$ cat src/rtl/aes_block_sink_if.sv
// aes_block_sink_if: block-in / byte-out handshake bundle for aes_block_sink
interface aes_block_sink_if;
    logic         blk_valid;
    logic [127:0] blk_data;
    logic         blk_ready;
    logic         byte_valid;
    logic [7:0]   byte_data;
    logic         byte_ready;
    logic         byte_last;
    modport master (output blk_valid, blk_data, byte_ready, input blk_ready, byte_valid, byte_data, byte_last);
    modport slave  (input blk_valid, blk_data, byte_ready, output blk_ready, byte_valid, byte_data, byte_last);
endinterface

$ cat src/rtl/aes_block_sink.sv
// aes_block_sink: buffers 128-bit AES result blocks and streams them out MSB byte first
module aes_block_sink #(
    parameter int DEPTH = 16,
    parameter int AW    = 4
) (
    input  logic             clk,
    input  logic             rst,
    aes_block_sink_if.slave  bus,
    input  logic             clear,
    output logic [AW:0]      fifo_count,
    output logic [15:0]      blocks_out
);
    typedef enum logic {EMPTY, SEND} state_t;
    state_t         state;
    logic [127:0]   mem [DEPTH];
    logic [AW-1:0]  wp, rp;
    logic [127:0]   shift;
    logic [3:0]     idx;
    logic           push, pop, done;
    // ready is gated by reset so nothing is offered while the sink is held in reset
    assign bus.blk_ready  = rst && fifo_count != (AW+1)'(DEPTH) && !clear;
    assign push           = bus.blk_valid && bus.blk_ready;
    assign done           = state == SEND && bus.byte_ready && idx == 4'd15;
    assign pop            = fifo_count != '0 && (state == EMPTY || done);
    assign bus.byte_valid = state == SEND;
    assign bus.byte_data  = shift[127:120];
    assign bus.byte_last  = state == SEND && idx == 4'd15;
    always_ff @(posedge clk)
        if (push) mem[wp] <= bus.blk_data;
    always_ff @(posedge clk or negedge rst)
        if (!rst) begin
            wp         <= '0;
            rp         <= '0;
            fifo_count <= '0;
            blocks_out <= '0;
            idx        <= '0;
            shift      <= '0;
            state      <= EMPTY;
        end else if (clear) begin
            wp         <= '0;
            rp         <= '0;
            fifo_count <= '0;
            blocks_out <= '0;
            idx        <= '0;
            shift      <= '0;
            state      <= EMPTY;
        end else begin
            if (push) wp <= wp + 1'b1;
            // the final byte's handshake reloads the serializer directly, so blocks run back to back
            if (pop) begin
                rp    <= rp + 1'b1;
                shift <= mem[rp];
                idx   <= '0;
            end else if (state == SEND && bus.byte_ready && !done) begin
                shift <= {shift[119:0], 8'h00};
                idx   <= idx + 1'b1;
            end
            fifo_count <= fifo_count + (AW+1)'(push) - (AW+1)'(pop);
            if (done) blocks_out <= blocks_out + 1'b1;
            if (pop) state <= SEND;
            else if (done) state <= EMPTY;
        end
endmodule

$ cat src/flat_wrapper.sv
// flat-port wrapper written by rule: the top's interface ports become plain ports
module aes_block_sink_flat 
#(
    parameter int DEPTH = 16,
    parameter int AW    = 4
)
  (clk, rst, clear, fifo_count, blocks_out, bus_blk_valid, bus_blk_data, bus_byte_ready, bus_blk_ready, bus_byte_valid, bus_byte_data, bus_byte_last);
  aes_block_sink_if bus_i ();
  input  logic clk;
  input  logic rst;
  input  logic clear;
  output logic [AW:0] fifo_count;
  output logic [15:0] blocks_out;
  input wire logic [$bits(bus_i.blk_valid)-1:0] bus_blk_valid;
  input wire logic [$bits(bus_i.blk_data)-1:0] bus_blk_data;
  input wire logic [$bits(bus_i.byte_ready)-1:0] bus_byte_ready;
  output wire logic [$bits(bus_i.blk_ready)-1:0] bus_blk_ready;
  output wire logic [$bits(bus_i.byte_valid)-1:0] bus_byte_valid;
  output wire logic [$bits(bus_i.byte_data)-1:0] bus_byte_data;
  output wire logic [$bits(bus_i.byte_last)-1:0] bus_byte_last;
  assign bus_i.blk_valid = bus_blk_valid;
  assign bus_i.blk_data = bus_blk_data;
  assign bus_i.byte_ready = bus_byte_ready;
  assign bus_blk_ready = bus_i.blk_ready;
  assign bus_byte_valid = bus_i.byte_valid;
  assign bus_byte_data = bus_i.byte_data;
  assign bus_byte_last = bus_i.byte_last;
  aes_block_sink #(.DEPTH(DEPTH), .AW(AW)) u_core (.clk(clk), .rst(rst), .bus(bus_i), .clear(clear), .fifo_count(fifo_count), .blocks_out(blocks_out));
endmodule
$ cat config.mk
export PLATFORM = sky130hd
export DESIGN_NAME = aes_block_sink_flat
export DESIGN_NICKNAME = d
export VERILOG_FILES = /design/src/rtl/aes_block_sink_if.sv /design/src/rtl/aes_block_sink.sv /design/src/flat_wrapper.sv
export SDC_FILE = /design/constraint.sdc
export NUM_CORES = 2
export LEC_CHECK = 0
export CORE_MARGIN = 8
export CORE_UTILIZATION = 50
export DETAILED_ROUTE_END_ITERATION = 10
export DONT_BUFFER_PORTS = 1
export PLACE_DENSITY = 0.68
export SYNTH_ARGS = -nofsm -noshare
export SYNTH_HDL_FRONTEND = slang
export SYNTH_SLANG_ARGS = --single-unit
$ cat constraint.sdc
create_clock -name clk -period 4.7 [get_ports clk]
set_clock_uncertainty 0.05 [all_clocks]
set_input_delay 0.94 -clock clk [delete_from_list [all_inputs] [get_ports clk]]
set_output_delay 0.94 -clock clk [all_outputs]
set_load 0.05 [all_outputs]
==> flow_metrics.tcl <==
set metrics [dict create \
    pin_count 165 \
    power.static_leakage_uw 0.0296 \
    final.setup.worst_slack_ns 0.806 \
    synthFlopType "edfxtp_1" \
    count_of_final_hold_check_violations 0 \
    residual_drc 0 \
    slowest_stage "nor2_1" \
    clock_tree.htree_level_count 4 \
    syn-instance-count 4030 \
    reported_net_switching_power_uw 12400 \
    highest_layer "met4" \
    logic_gate_share_of_total_power_pct 17.2 \
    number_of_buffers_added_by_the_clock_tree_synthesis_step 214 \
    post-route-min-period_ns 3.89 \
    min-delay-path-class "in2async" \
    die-width_um 430 \
    ys_ff_latch 2210 \
    power.share.clock_pct 35.4 \
    cts_max_path_buffers 3 \
    postCtsSetupBuffers 0 \
    cts_sinks 2210 \
    die_area_um2 185000 \
    syn2layout_area_growth_pct 11.9 \
    grt_pass1_wl_um 288000 \
    grt_usage_pct 20.9 \
    timing.critical_path.required_ns 3.71 \
    timing.setup.critical_path_class "reg2out" \
    vias 40621 \
    fin_area_um2 96000 \
    dp_slack_ns 1.06 \
    power.density_cell_area_nw_per_um2 506 \
    cts_resized 0 \
    first_global_vias 41953 \
    route.detailed.vias_per_inst 6.22 \
    drtPass1Iterations 6 \
    crit_path_start "u_core.bus.byte_valid$_DFFE_PN0P_" \
    timing.critical_path.fanout_max 8 \
    cts.reportedPaths.clkPinSlew_ns 0.06 \
    antenna_found_initial 3 \
    largest_net_degree_at_the_start_of_global_routing 163 \
    num_rows 152 \
    async_reset_ff_share_pct 7.33 \
    final_core_utilization_pct 56.1 \
    cell_internal_power_uw 36100 \
    critPathMaxStageDelay_ns 0.88 \
    slew_headroom_pct 22.7 \
    post-dp-hpwl_um 111000 \
    post_synth_instance_area_um2 85700 \
    layout-drive-gt1-share_pct 22.5 \
    cts_hold_buf 1 \
    mappedNetlistNets 4176 \
    syn_avg_cell_area_um2 21.3 \
    slew_viol_final 0 \
    placeableCoreArea_um2 171000 \
    floorplan.die.height_um 430 \
    start_kind "register" \
    first_iter_violations 4304 \
    reg2reg_from "u_core.fifo_count[2]$_DFF_PN0_" \
    max-cap-violations 0 \
    finalSetupTns_ns 0 \
    buffers_on_ports 0 \
    timing.rr.end "u_core.mem[10][104]$_DFFE_PP_" \
    initial_utilization_pct 50.1 \
    setup_viol_count_final 0 \
    yosysWarnings 0 \
    crit_chain "inv_1, nor2_1" \
    fmaxAchievable_mhz 257 \
    design.final.nets 4259 \
    worst_skew_pair.late_latency_ns 0.86 \
    power.share.sequential_pct 47.5 \
    routed_wire_length_per_instance_um 29.9 \
    drt.antenna.violating_nets 0 \
    worstPathArrival_ns 2.90 \
    synth_enable_flop_cells 2048 \
    run_status "finished, final reports clean" \
    vdd_ir_drop_max_v 0.000364 \
    routed-wl-met2_um 99200 \
    rsz0062_at_grt "false" \
    period_share_pct 82.8 \
    root_buffer "clkbuf_16" \
    worst_setup_path_endpoint "bus_byte_last" \
    met3_length_um 13000 \
    cp-end-kind "output pin" \
    register_to_register_setup_slack_ns 1.10 \
    ys_seq_area_share_pct 76.5 \
    mostFrequentLayoutCells "edfxtp_1, mux4_2, nor2_1" \
    totalPowerFinal_uw 48500 \
    m1WireLength_um 77800 \
    layout_commonest_cell "edfxtp_1" \
    wl_um 195000 \
    tritoncts "yes" \
    globalplace.congestion 0.768 \
    placement.cell_area_um2 88900 \
    synth.distinct_cells 47 \
    worst_pin_slew_ns 1.15 \
    worst-r2r-cell-count 7 \
    switching_share_of_power_pct 25.6 \
    grt_overflow_total 0 \
    layout.filler_cells 12358 \
]
==> Yosys cell counts (12+ instances only) <==
cell      instances  area (µm²)
mux4_2          512       11500
buf_6            23         259
edfxtp_1       2048       61500
o32a_1          120        1200
and2_1           19         119
ha_1             12         150
nand2_1          14        52.6
clkbuf_1         85         319
mux2i_1         258        2580
buf_1            45         169
nor2_1          259         972
a21oi_1          16        80.1
buf_2            62         310
buf_4            26         195
dfrtp_1         162        4050
nor3_1          246        1230
==> worst max-delay path, delay by kind of cell, from the launching register on <==
kind / cells / cell delay, ns
flip-flops: 1 / 0.85
buffers and inverters: 1 / 0.32
AND/OR/NAND/NOR: 1 / 0.88
==> worst min path at each step <==
stage / from / to / slack, ns / depth (start not counted)
final: rst / u_core.shift[127]$_DFFE_PN0P_ / 0.03 / 1
after global routing: bus_blk_data[81] / u_core.mem[14][81]$_DFFE_PP_ / 0.07 / 0
after CTS: bus_blk_data[81] / u_core.mem[14][81]$_DFFE_PP_ / 0.05 / 0
after detailed placement: u_core.shift[3]$_DFFE_PN0P_ / u_core.shift[3]$_DFFE_PN0P_ / 0.42 / 1
after global placement: u_core.shift[2]$_DFFE_PN0P_ / u_core.shift[2]$_DFFE_PN0P_ / 0.42 / 1
after floorplan: u_core.shift[0]$_DFFE_PN0P_ / u_core.shift[0]$_DFFE_PN0P_ / 0.40 / 1
==> layer usage <==
| metal | up-vias | track usage (%) |
|---|---|---|
| li1 | 16910 | - |
| met1 | 21849 | 27.9 |
| met2 | 1535 | 35.3 |
| met3 | 327 | 4.19 |
| met4 | 0 | 5.98 |
| met5 | - | 0 |
==> area by class of cell <==
class                      instances  area [µm²]  area share [%]
sequential                      2210       65600            68.3
multi-input combinational       1556       18800            19.5
clock buffer                     291        5830            6.07
tap                             2233        2790            2.91
timing repair buffer             119        1750            1.83
clock inverter                   107        1230            1.28
inverter                          12        45.0          0.0469
antenna                            1        2.50         0.00261
==> cell families after synthesis <==
group                    after synthesis  synth area share [%]
AO/OA/AOI/OAI                        175                  1.82
XOR/XNOR                              12                 0.123
adder cells (fa/ha/maj)               13                 0.198
buffers and inverters                264                  1.77
flip-flops                          2210                  76.5
multiplexers                         771                  16.5
AND/OR/NAND/NOR                      585                  3.15
==> power by group through the flow <==
stage | Sequential [µW] | Combinational [µW] | Clock [µW]
finish | 23000 | 8340 | 17200
global route | 23100 | 8970 | 18100
CTS | 23000 | 8500 | 17400
detailed placement | 23400 | 8420 | 0
global placement | 23400 | 8390 | 0
floorplan | 22900 | 6730 | 0
==> flip-flops by register name, summed over array words and instances, names as in the netlist <==
signal                 flops
u_core.blocks_out         16
u_core.bus.byte_valid      1
u_core.fifo_count          5
u_core.idx                 4
u_core.mem              2048
u_core.rp                  4
u_core.shift             128
u_core.wp                  4
==> metrics by stage <==
step	cells	hold WS, ns
final	6529	0.0301
after global routing	6529	0.0708
after CTS	6528	0.0507
after detailed placement	6129	0.421
after global placement	6129	0.418
after floorplan	4030	0.401
(Power assumes the default switching activity.)
